==> src/rtl/sdram_test_pkg.sv <==
`default_nettype none
// ============================================================================
//  Package     : sdram_test_pkg
//  Description : Shared state encoding, pattern selects and LFSR constants
//                for the SDRAM pattern test master.
//  Revision    : 1.0 - initial release
// ============================================================================
package sdram_test_pkg;

    typedef enum logic [2:0] {
        ST_IDLE  = 3'd0,
        ST_WRITE = 3'd1,
        ST_READ  = 3'd2,
        ST_DRAIN = 3'd3,
        ST_DONE  = 3'd4
    } state_e;

    localparam logic [1:0] PAT_ADDR  = 2'd0;
    localparam logic [1:0] PAT_INV   = 2'd1;
    localparam logic [1:0] PAT_LFSR  = 2'd2;
    localparam logic [1:0] PAT_CHECK = 2'd3;

    localparam logic [15:0] LFSR_SEED = 16'hACE1;
    // x^16+x^14+x^13+x^11+1 in right-shifting Fibonacci form taps bits 0,2,3,5
    localparam logic [15:0] LFSR_TAPS = 16'h002D;

endpackage
`default_nettype wire

==> src/rtl/sdram_pattern_gen.sv <==
`default_nettype none
// ============================================================================
//  Module      : sdram_pattern_gen
//  Description : Per-word 16-bit test pattern source (address, inverted
//                address, LFSR, checkerboard), advanced one word per step.
//  Revision    : 1.0 - initial release
// ============================================================================
module sdram_pattern_gen
    import sdram_test_pkg::*;
(
    input  logic        clk,
    input  logic        reset,
    input  logic        load,
    input  logic        step,
    input  logic [1:0]  sel,
    output logic [15:0] data
);

    logic [15:0] r_idx;
    logic [15:0] r_lfsr;

    always_ff @(posedge clk or posedge reset) begin
        if (reset) begin
            r_idx  <= '0;
            r_lfsr <= LFSR_SEED;
        end else if (load) begin
            r_idx  <= '0;
            r_lfsr <= LFSR_SEED;
        end else if (step) begin
            r_idx  <= r_idx + 16'd1;
            r_lfsr <= {^(r_lfsr & LFSR_TAPS), r_lfsr[15:1]};
        end
    end

    always_comb begin
        data = r_idx;
        case (sel)
            PAT_ADDR: data = r_idx;
            PAT_INV:  data = ~r_idx;
            PAT_LFSR: data = r_lfsr;
            default:  data = r_idx[0] ? 16'hAAAA : 16'h5555;
        endcase
    end

endmodule
`default_nettype wire

==> src/rtl/sdram_pattern_master.sv <==
`default_nettype none
// ============================================================================
//  Module      : sdram_pattern_master
//  Description : Avalon-MM master that fills an SDRAM region with a pattern,
//                reads it back with pipelined reads and counts mismatches.
//  Revision    : 1.0 - initial release
// ============================================================================
module sdram_pattern_master
    import sdram_test_pkg::*;
#(
    parameter int ADDR_W   = 26,
    parameter int DATA_W   = 16,
    parameter int MAX_PEND = 8,
    parameter int LEN_W    = 24
) (
    input  logic              clk,
    input  logic              reset,
    input  logic              start,
    input  logic [1:0]        pattern_sel,
    input  logic [ADDR_W-1:0] base_addr,
    input  logic [LEN_W-1:0]  length,
    output logic [ADDR_W-1:0] avm_address,
    output logic              avm_read,
    output logic              avm_write,
    output logic [DATA_W-1:0] avm_writedata,
    output logic [1:0]        avm_byteenable,
    input  logic              avm_waitrequest,
    input  logic [DATA_W-1:0] avm_readdata,
    input  logic              avm_readdatavalid,
    output logic              busy,
    output logic              done,
    output logic              fail,
    output logic [15:0]       err_count,
    output logic [ADDR_W-1:0] first_err_addr
);

    localparam int                 c_pend_w   = $clog2(MAX_PEND) + 1;
    localparam logic [c_pend_w-1:0] c_max_pend = c_pend_w'(MAX_PEND);

    state_e              r_state;
    state_e              w_state_nxt;
    logic                r_start_d;
    logic [ADDR_W-1:0]   r_base;
    logic [ADDR_W-1:0]   r_first_err;
    logic [LEN_W-1:0]    r_len;
    logic [LEN_W-1:0]    r_idx;
    logic [LEN_W-1:0]    r_rx_idx;
    logic [1:0]          r_sel;
    logic [c_pend_w-1:0] r_pend;
    logic [15:0]         r_err;
    logic                r_found;

    logic                w_start_rise;
    logic                w_go;
    logic                w_wr_acc;
    logic                w_rd_acc;
    logic                w_rdv;
    logic                w_idx_last;
    logic [15:0]         w_wr_pat;
    logic [15:0]         w_rx_pat;

    assign w_start_rise = start & ~r_start_d;
    assign w_idx_last   = (r_idx + LEN_W'(1)) == r_len;
    assign w_wr_acc     = avm_write & ~avm_waitrequest;
    assign w_rd_acc     = avm_read & ~avm_waitrequest;
    // Responses only count while a run is reading; stragglers after an abort are dropped
    assign w_rdv        = avm_readdatavalid && (r_pend != '0) &&
                          ((r_state == ST_READ) || (r_state == ST_DRAIN));

    always_ff @(posedge clk or posedge reset) begin
        if (reset) r_state <= ST_IDLE;
        else       r_state <= w_state_nxt;
    end

    always_comb begin
        w_state_nxt = r_state;
        w_go        = 1'b0;
        avm_write   = 1'b0;
        avm_read    = 1'b0;
        case (r_state)
            ST_IDLE, ST_DONE: begin
                if (w_start_rise) begin
                    w_go        = 1'b1;
                    w_state_nxt = (length == '0) ? ST_DONE : ST_WRITE;
                end
            end
            ST_WRITE: begin
                avm_write = 1'b1;
                if (!avm_waitrequest && w_idx_last) w_state_nxt = ST_READ;
            end
            ST_READ: begin
                // Pending only falls while stalled, so an issued read stays asserted
                avm_read = (r_idx < r_len) && (r_pend < c_max_pend);
                if (avm_read && !avm_waitrequest && w_idx_last) w_state_nxt = ST_DRAIN;
            end
            ST_DRAIN: begin
                if (r_pend == '0) w_state_nxt = ST_DONE;
            end
            default: w_state_nxt = ST_IDLE;
        endcase
    end

    always_ff @(posedge clk or posedge reset) begin
        if (reset) begin
            r_start_d   <= 1'b0;
            r_base      <= '0;
            r_len       <= '0;
            r_sel       <= '0;
            r_idx       <= '0;
            r_rx_idx    <= '0;
            r_pend      <= '0;
            r_err       <= '0;
            r_first_err <= '0;
            r_found     <= 1'b0;
        end else begin
            r_start_d <= start;
            if (w_go) begin
                r_base      <= base_addr & ~ADDR_W'(1);
                r_len       <= length;
                r_sel       <= pattern_sel;
                r_idx       <= '0;
                r_rx_idx    <= '0;
                r_pend      <= '0;
                r_err       <= '0;
                r_first_err <= '0;
                r_found     <= 1'b0;
            end else begin
                if (w_wr_acc) r_idx <= w_idx_last ? '0 : r_idx + LEN_W'(1);
                if (w_rd_acc) r_idx <= r_idx + LEN_W'(1);

                if (w_rd_acc && !w_rdv)      r_pend <= r_pend + c_pend_w'(1);
                else if (!w_rd_acc && w_rdv) r_pend <= r_pend - c_pend_w'(1);

                if (w_rdv) begin
                    if (avm_readdata != w_rx_pat) begin
                        if (r_err != 16'hFFFF) r_err <= r_err + 16'd1;
                        if (!r_found) begin
                            r_found     <= 1'b1;
                            r_first_err <= r_base + ADDR_W'({r_rx_idx, 1'b0});
                        end
                    end
                    r_rx_idx <= r_rx_idx + LEN_W'(1);
                end
            end
        end
    end

    // Separate generators keep the issue-side and compare-side LFSR sequences independent
    sdram_pattern_gen u_gen_wr (
        .clk   (clk),
        .reset (reset),
        .load  (w_go),
        .step  (w_wr_acc),
        .sel   (r_sel),
        .data  (w_wr_pat)
    );

    sdram_pattern_gen u_gen_rx (
        .clk   (clk),
        .reset (reset),
        .load  (w_go),
        .step  (w_rdv),
        .sel   (r_sel),
        .data  (w_rx_pat)
    );

    assign avm_address    = r_base + ADDR_W'({r_idx, 1'b0});
    assign avm_writedata  = DATA_W'(w_wr_pat);
    assign avm_byteenable = {2{avm_read | avm_write}};
    assign busy           = (r_state == ST_WRITE) || (r_state == ST_READ) || (r_state == ST_DRAIN);
    assign done           = (r_state == ST_DONE);
    assign fail           = done && (r_err != 16'd0);
    assign err_count      = r_err;
    assign first_err_addr = r_first_err;

endmodule
`default_nettype wire
==> config.mk <==
export PLATFORM = sky130hd
export DESIGN_NAME = sdram_pattern_master
export DESIGN_NICKNAME = d
export VERILOG_FILES = /design/src/rtl/sdram_test_pkg.sv /design/src/rtl/sdram_pattern_gen.sv /design/src/rtl/sdram_pattern_master.sv
export SDC_FILE = /design/constraint.sdc
export NUM_CORES = 1
export LEC_CHECK = 0
export CAP_MARGIN = 25
export CORE_AREA = 2 2 160 162
export DETAILED_ROUTE_END_ITERATION = 10
export DIE_AREA = 0 0 162 164
export PLACE_DENSITY = 0.82
export SKIP_LAST_GASP = 1
export SYNTH_ARGS = -nofsm -noshare
export SYNTH_HDL_FRONTEND = slang
export SYNTH_HIERARCHICAL = 1
export SYNTH_SLANG_ARGS = --single-unit
==> constraint.sdc <==
create_clock -name clk -period 7 [get_ports clk]
set_clock_uncertainty 0.1 [all_clocks]
set_input_delay 1.4 -clock clk [delete_from_list [all_inputs] [get_ports clk]]
set_output_delay 1.4 -clock clk [all_outputs]
set_load 0.01 [all_outputs]
==> results of run 1 <==
per-stage QoR:
stage / total power [mW] / hold WS [ns] / worst slack, ns / cell area, um^2 / util
after global placement: 4.97 / 0.363 / 1.79 / 16100 / 0.649
after floorplan: 3.95 / 0.352 / 1.49 / 14300 / -
final: 6.39 / 0.376 / 1.08 / 16900 / 0.682
after detailed placement: 5.07 / 0.367 / 1.76 / 16100 / 0.649
after global routing: 6.84 / 0.405 / 0.932 / 16900 / 0.682
after CTS: 6.40 / 0.381 / 1.16 / 16900 / 0.681
worst register-to-register path: stages, from the launching register on:
cell      delay, ns
dfrtp_1        0.95
clkinv_1       0.63
a21oi_1        0.28
a31oi_1        0.10
xor2_1         0.19
nor4_1         0.35
nand4_1        0.31
a31oi_4        0.25
buf_4          0.38
nor2_1         0.29
a22o_1         0.28
area by class of cell:
| type | instances | area, um^2 |
|---|---|---|
| multi-input combinational | 1288 | 8400 |
| fill | 1994 | 7890 |
| sequential | 213 | 5350 |
| timing repair buffer | 173 | 1700 |
| clock buffer | 33 | 654 |
| tap | 330 | 413 |
| inverter | 69 | 269 |
| clock inverter | 11 | 141 |
worst paths after layout:
kind | to | slack, ns | cells after the start | from
min | first_err_addr[3] | 0.38 | 2 | first_err_addr[3]
max | avm_address[25] | 1.08 | 12 | r_idx[0]
max reg2reg | first_err_addr[8] | 2.81 | 10 | r_sel[0]
max in group asynchronous | r_len[5] | 4.17 | 3 | reset
min in group asynchronous | u_gen_wr/r_lfsr[2] | 1.32 | 3 | reset
min reg2reg | first_err_addr[3] | 0.38 | 2 | first_err_addr[3]
sequential cells by signal, indices dropped and copies added, names as in the netlist, 4 cells and up:
register / cells
u_gen_wr/r_lfsr: 16
err_count: 16
r_idx: 24
r_pend: 4
u_gen_wr/r_idx: 16
r_rx_idx: 24
r_base: 25
u_gen_rx/r_idx: 16
first_err_addr: 25
u_gen_rx/r_lfsr: 16
r_len: 24
routing by layer:
layer,vias up,GRT usage
li1,6036,-
met1,6035,0.349
met2,417,0.470
met3,88,0.0482
met4,2,0.0973
met5,-,0
cells by family (layout without fill, tap and decap cells):
kind of cell | count (synthesis) | in the layout | share of synthesized area
flip-flops | 213 | 213 | 0.375
adder cells (fa/ha/maj) | 83 | 83 | 0.0743
AND/OR/NAND/NOR | 657 | 657 | 0.226
AO/OA/AOI/OAI | 349 | 349 | 0.161
multiplexers | 30 | 30 | 0.0221
XOR/XNOR | 167 | 167 | 0.102
buffers and inverters | 140 | 286 | 0.0392
other | 1 | 2 | 0.000263
cell usage in the layout (no fill, tap or decap), types with 52 or more instances in the layout:
cell type        count
nor3_1              52
nand3_1             53
xnor2_1             94
nand2_1            216
inv_1               64
a21oi_1             80
clkdlybuf4s50_1    160
xor2_1              73
ha_1                80
o21ai_0             82
nor2_1             141
dfrtp_1            197
power by group:
part	internal (mW)	switching (mW)	total, mW
combinational	1.43	1.58	3.01
sequential	1.63	0.456	2.09
clock	0.766	0.526	1.29
total	3.83	2.57	6.39
==> metrics, run 1 <==
outcome finished, final reports clean; crit-path max FO 7; CP dominant cell by count o2111ai_1; vias 12.6k; Layout Area Growth over Synthesis 18.5%; GRT overflow 0; Skew-Pair Late Insertion Delay 0.54 ns; CP max stage cell or4b_2; Hold Buf Count CTS 0; actual slew at the worst max-slew pin 0.919 ns; number of H-tree levels 1; top_reg_cell synth dfrtp_1; count leader, synth nand2_1; Yosys reg bits 213; core area 24800 um^2; leak pwr 7.40 nW; Post-synth EDFFs 0; vias in the first global route 12.4k; Final #Nets 1925; fin cells 2117; fin. max-slew vios 0; Setup crit end kind primary output; met3 wire length 2590 um; Initial DRC Count 878; final hold violations 0; largest net degree at the start of global routing 95; clk slew on worst S/H paths 0.06 ns; Mapped Area 14300 um^2; Ports 164; drt pass-1 iters 5; crit-path cells ha_1, inv_1, fa_1, nor2b_1, o31ai_1, a311oi_1, o2111ai_1, a31oi_1, o2111ai_1, or4b_2, nand3_1, clkdlybuf4s50_1; CP bufs+invs 2; GPL Wtd Cong 0.887; Required @ worst endpoint 5.50 ns; syn_area_per_cell 8.71 um^2; Post-synth top cells nand2_1, dfrtp_1, nor2_1, xnor2_1, o21ai_0; warnings from Yosys 6; Global Route Usage Sum 0.274; DR WL met2 17300 um; Max-Cap Viols 0; number of cells after detailed placement 2071; Top Layer Used met5; Post-Syn Instances 1640; Root Driver clkbuf_16; Startpoint Class register; fmax 169 MHz; RSZ-0062 raised after global routing no; first-pass GRT wire length 59800 um; setup_tns 0 ns; IO Port Bufs 160; VDD IR max 0.339 mV; antenna cell count 0; post-synth top area share 0.345; CTS tree built; TritonCTS Buffers 24; final setup vio count 0; Die Width 162 um; Clock Sinks 213; HP Class reg -> reg; Initial Util 0.576; final wirelength 36400 um; die area 26600 um^2; DR vias/cell 5.94; largest cells by area after synthesis dfrtp_1, ha_1, xnor2_1; WL/cell 17.2 um; Top delay family on crit path compound AO/OA/AOI/OAI gates; # rows 58; initial antenna violation count 2; sequential fraction of the synthesis area 0.375; post-CTS sizing 0; # DRC 0; share of layout cells above drive strength 1 0.0610; post-synth top area cell dfrtp_1; setup bufs post-CTS 0; Die Ht 164 um; Crit path arrival time 4.42 ns; Antenna Nets Post-Route 0; fin crit period 5.92 ns; Worst path max stage delay 0.61 ns; kind of critical path reg -> out; power per cell area 378 nW/um^2; met1 wire length 15300 um; post-DP HPWL 26400 um; Longest Clk Path Bufs 3; fin crit share 0.846; Rel. slew slack 0.387; asr flop ratio synth 1.00; Netlist cell types 78
(Power assumes the default switching activity.)
==> inputs of run 2 (changes only) <==
CORE_AREA = 2 2 169 171   (was 2 2 160 162)
DIE_AREA = 0 0 171 173   (was 0 0 162 164)
PLACE_DENSITY = 0.77   (was 0.82)
clock period = 5.4 ns   (was 7 ns; I/O delays follow)
==> metrics, run 2 (synthesis results as in run 1) <==
fmax 192 MHz; Total Power 8.46 mW (was 6.39 mW); Die Width 171 um (was 162 um); Required @ worst endpoint 4.22 ns (was 5.50 ns); RR Endpoint r_pend[3] (was first_err_addr[8]); GRT overflow 0 (unchanged); r2r setup slk 1.41 ns (was 2.81 ns); Startpoint Class register (unchanged); drt pass-1 iters 7 (was 5); # rows 61 (was 58); placed inst area 16200 um^2 (was 16100 um^2); Final #Nets 1928 (was 1925); WL/cell 17.3 um (was 17.2 um); final hold violations 0 (unchanged); share of layout cells above drive strength 1 0.0676 (was 0.0610); TritonCTS Buffers 25 (was 24); Finished Cell Area 17200 um^2 (was 16900 um^2); Clock Sinks 213 (unchanged); fin util 0.622 (was 0.682); actual slew at the worst max-slew pin 0.735 ns (was 0.919 ns); IO Port Bufs 160 (unchanged); Skew-Pair Late Insertion Delay 0.55 ns (was 0.54 ns); crit-path max FO 7 (unchanged); vias in the first global route 12.3k (was 12.4k); CTS tree built (unchanged); final wirelength 37500 um (was 36400 um); # fillers 2417 (was 1994); leak pwr 7.47 nW (was 7.40 nW); Worst Hold End first_err_addr[1] (was first_err_addr[3]); Longest Clk Path Bufs 3 (unchanged); DR vias/cell 5.77 (was 5.94); leading cell type in the layout, fill and taps excluded nand2_1 (unchanged); largest net degree at the start of global routing 127 (was 95); kind of critical path reg -> out (unchanged); Worst R2R Start r_idx[6] (was r_sel[0]); Antenna Nets Post-Route 0 (unchanged); Final Hold Slack 0.377 ns (was 0.376 ns); die area 29600 um^2 (was 26600 um^2); Global Route Usage Sum 0.250 (was 0.274); Setup crit end kind primary output (unchanged); first-pass GRT wire length 61000 um (was 59800 um); core area 27600 um^2 (was 24800 um^2); fin. max-slew vios 0 (unchanged); clk slew on worst S/H paths 0.06 ns (about the same); setup bufs post-CTS 0 (unchanged); hold_sp first_err_addr[1] (was first_err_addr[3]); VDD IR max 0.428 mV (was 0.339 mV); Initial DRC Count 845 (was 878); GPL Wtd Cong 0.884 (was 0.887); HP Class reg -> reg (unchanged); Max-Cap Viols 0 (unchanged); Die Ht 173 um (was 164 um); post-DP HPWL 27100 um (was 26400 um); RSZ-0062 raised after global routing no (unchanged); fin crit share 0.965; initial antenna violation count 3 (was 2); setup_tns 0 ns (unchanged); Crit. Startpoint r_idx[0] (unchanged); most frequent cells in the layout nand2_1, dfrtp_1, clkdlybuf4s50_1 (unchanged); final setup vio count 0 (unchanged); power per cell area 492 nW/um^2 (was 378 nW/um^2); fin crit period 5.21 ns; number of H-tree levels 1 (unchanged); Hold Path Cell Cnt 2 (unchanged); Reg2Reg Depth 12 (was 10); Rel. slew slack 0.506 (was 0.387); Initial Util 0.517 (was 0.576); outcome finished, final reports clean (unchanged); Layout Area Growth over Synthesis 20.3% (was 18.5%); Ports 164 (unchanged); # DRC 0 (unchanged); Crit path arrival time 4.03 ns (was 4.42 ns); vias 12.5k (was 12.6k); Root Driver clkbuf_16 (unchanged); Hold Buf Count CTS 0 (unchanged)
[run 2: cell types whose count changed in the layout (fill, tap and decap cells not counted), moves of 2 or more]
cell,delta
buf_12,+2
clkbuf_1,-5
clkbuf_8,+7
clkinv_2,-4
clkinvlp_4,+2
diode_2,+2
[run 2: area by class of cell]
| cell class | instances | area [um^2] | area share |
|---|---|---|---|
| Inverter | 69 | 269 | 0.0157 |
| Multi-Input combinational cell | 1288 | 8420 | 0.490 |
| Sequential cell | 213 | 5350 | 0.311 |
| Clock buffer | 36 | 757 | 0.0441 |
| Timing Repair Buffer | 175 | 1770 | 0.103 |
| Tap cell | 378 | 473 | 0.0275 |
| Antenna cell | 2 | 5.00 | 0.000291 |
| Clock inverter | 9 | 140 | 0.00815 |
[run 2: worst max-delay path, cell delays in order (launching register included)]
cell	delay (ns)
dfrtp_1	0.45
ha_1	0.24
inv_1	0.06
fa_1	0.40
nor2b_1	0.25
o31ai_4	0.13
a311oi_2	0.40
o21a_1	0.18
o21a_1	0.12
o21ai_0	0.11
o221ai_1	0.20
xor2_1	0.33
clkdlybuf4s50_1	0.60
[run 2: routing by layer]
metal	global-route usage	routed length, um
met5	0	27
met4	0.0692	972
met3	0.0575	2730
met2	0.412	17700
met1	0.329	16100
[run 2: worst max-delay path by stage]
stage                      endpoint  slack, ns  depth (start not counted)
global route        avm_address[19]       0.04                         12
finish              avm_address[23]       0.19                         12
global placement    avm_address[25]       0.54                         10
floorplan              err_count[0]       0.21                          1
CTS                 avm_address[25]      0.004                         10
detailed placement  avm_address[25]       0.44                         12
[run 2: stage by stage]
stage                     worst slack, ns  cells
after floorplan                     0.212   1641
after global placement              0.541   2120
after detailed placement            0.439   2121
after CTS                         0.00433   2166
after global routing               0.0412   2168
final                               0.188   2170
[run 2: where the power goes]
group          internal, mW  total (mW)  switching (mW)
clock network          1.12        1.83           0.710
logic                  1.86        3.97            2.11
registers              2.12        2.66           0.543
[run 2: what timing repair did]
item / in CTS / in global routing
pin swaps: 0 / 1
setup endpoints to repair: 1 / 3
gates resized for setup: 1 / 5
endpoints found under the hold margin: 0 / 0
==> inputs of run 3 (changes only) <==
GPL_ROUTABILITY_DRIVEN = 0   (was not set)
MAX_ROUTING_LAYER = met4   (was not set)
==> metrics, run 3 (synthesis results as in run 1) <==
fin. max-slew vios 0 (unchanged); Root Driver clkbuf_16 (unchanged); power per cell area 496 nW/um^2 (was 492 nW/um^2); Clock Sinks 213 (unchanged); Die Ht 173 um (unchanged); number of cells after detailed placement 2121 (unchanged); share of layout cells above drive strength 1 0.0642 (was 0.0676); Rel. slew slack 0.319 (was 0.506); final wirelength 37300 um (was 37500 um); Antenna Nets Post-Route 0 (unchanged); Ports 164 (unchanged); post-DP HPWL 27100 um (about the same); vias 12.6k (was 12.5k); Worst path max stage delay 0.60 ns (about the same); kind of critical path reg -> out (unchanged); core area 27600 um^2 (unchanged); Longest Clk Path Bufs 3 (unchanged); fin crit share 0.981 (was 0.965); Startpoint Class register (unchanged); WL/cell 17.2 um (was 17.3 um); die area 29600 um^2 (unchanged); most frequent cells in the layout nand2_1, dfrtp_1, clkdlybuf4s50_1 (unchanged); # DRC 0 (unchanged); Global Route Usage Sum 0.260 (was 0.250); initial antenna violation count 2 (was 3); # fillers 2353 (was 2417); Multi-input gate area 8420 um^2 (about the same); crit-path max FO 7 (unchanged); Crit path arrival time 4.11 ns (was 4.03 ns); RSZ-0062 raised after global routing yes (was no); largest net degree at the start of global routing 108 (was 127); fin cells 2170 (unchanged); first-pass GRT wire length 61900 um (was 61000 um); Layout Area Growth over Synthesis 20.0% (was 20.3%); VDD IR max 0.542 mV (was 0.428 mV); final setup vio count 0 (unchanged); CTS tree built (unchanged); actual slew at the worst max-slew pin 1.02 ns (was 0.735 ns); Die Width 171 um (unchanged); leak pwr 7.46 nW (was 7.47 nW); number of H-tree levels 1 (unchanged); CP max stage cell clkdlybuf4s50_1 (unchanged); Hold Buf Count CTS 0 (unchanged); fin crit period 5.29 ns (was 5.21 ns); DR vias/cell 5.81 (was 5.77); vias in the first global route 12.5k (was 12.3k); HP Class reg -> reg (unchanged); fin util 0.621 (was 0.622); Final #Nets 1927 (was 1928); GRT overflow 0 (unchanged); Setup crit end kind primary output (unchanged); crit-path cells ha_1, inv_1, fa_1, nor2b_1, o31ai_4, a311oi_2, o2111ai_1, a31oi_1, a21o_1, a21oi_1, xnor2_1, clkdlybuf4s50_1 (was ha_1, inv_1, fa_1, nor2b_1, o31ai_4, a311oi_2, o21a_1, o21a_1, o21ai_0, o221ai_1, xor2_1, clkdlybuf4s50_1); # rows 61 (unchanged); Max-Cap Viols 0 (unchanged); IO Port Bufs 160 (unchanged); TritonCTS Buffers 25 (unchanged); setup bufs post-CTS 0 (unchanged); Skew-Pair Late Insertion Delay 0.54 ns (was 0.55 ns); final hold violations 0 (unchanged); Initial DRC Count 872 (was 845); Initial Util 0.517 (unchanged); register area 5350 um^2 (about the same); outcome finished, final reports clean (unchanged); drt pass-1 iters 5 (was 7); clk slew on worst S/H paths 0.06 ns (about the same); Required @ worst endpoint 4.22 ns (about the same); fmax 189 MHz (was 192 MHz); leading cell type in the layout, fill and taps excluded nand2_1 (unchanged)
[run 3: cell count changes in the layout (fill, tap and decap cells not counted), sizes merged]
cell | previous run | this run
buf | 15 | 14
bufinv | 3 | 4
clkbuf | 36 | 40
clkinv | 6 | 4
clkinvlp | 2 | 0
[run 3: critical path, delay by kind of cell (launching register included)]
family,cells,cell delay (ns)
buffers and inverters,2,0.66
AO/OA/AOI/OAI,6,1.22
flip-flops,1,0.47
adder cells (fa/ha/maj),2,0.65
XOR/XNOR,1,0.30
AND/OR/NAND/NOR,1,0.29
[run 3: worst paths after layout]
path | slack (ns) | depth (start not counted) | from | end
min in group asynchronous | 0.97 | 3 | reset | u_gen_rx/r_lfsr[12]
max in group asynchronous | 3.32 | 3 | reset | r_len[3]
worst min register to register | 0.38 | 2 | first_err_addr[14] | first_err_addr[14]
worst min-delay path | 0.38 | 2 | first_err_addr[14] | first_err_addr[14]
worst max register to register | 1.45 | 12 | r_idx[6] | r_pend[3]
worst max-delay path | 0.11 | 12 | r_idx[0] | avm_address[19]
[run 3: what timing repair did]
item	4_1_cts	5_1_grt
gates resized for setup	1	3
endpoints found under the setup margin	1	4
hold endpoints to repair	0	0
pin swaps	0	1
[run 3: area by class of cell]
type,count,share of cell area
diodes,2,0.000292
clock buffers,40,0.0450
clock inverters,6,0.00781
inverters,69,0.0157
multi-input cells,1288,0.491
flip-flops and latches,213,0.312
well taps,378,0.0276
repair buffers,174,0.101
[run 3: layer usage]
layer	up-vias	wire [um]	share of wire	track usage
met3	81	2640	0.071	0.0417
met4	0	1110	0.030	0.0731
met2	421	17400	0.47	0.418
li1	6063	-	-	-
met5	-	0	0	-
met1	6040	16200	0.43	0.342
[run 3: metrics by stage]
| step | cell area, um^2 | hold WS, ns | power, mW | worst slack (ns) | setup TNS, ns |
|---|---|---|---|---|---|
| 5_1_grt | 17100 | 0.409 | 9.10 | -0.0282 | -0.0358 |
| 2_1_floorplan | 14300 | 0.352 | 5.12 | 0.212 | 0 |
| 6_report | 17100 | 0.378 | 8.50 | 0.105 | 0 |
| 3_5_place_dp | 16200 | 0.369 | 6.61 | 0.523 | 0 |
| 3_3_place_gp | 16200 | 0.363 | 6.46 | 0.568 | 0 |
| 4_1_cts | 17100 | 0.383 | 8.50 | 0.0740 | 0 |
[run 3: power breakdown]
part / leakage [nW] / internal, mW / switching, mW
Clock: 0.445 / 1.16 / 0.688
Sequential: 2.75 / 2.12 / 0.542
Combinational: 4.27 / 1.86 / 2.13
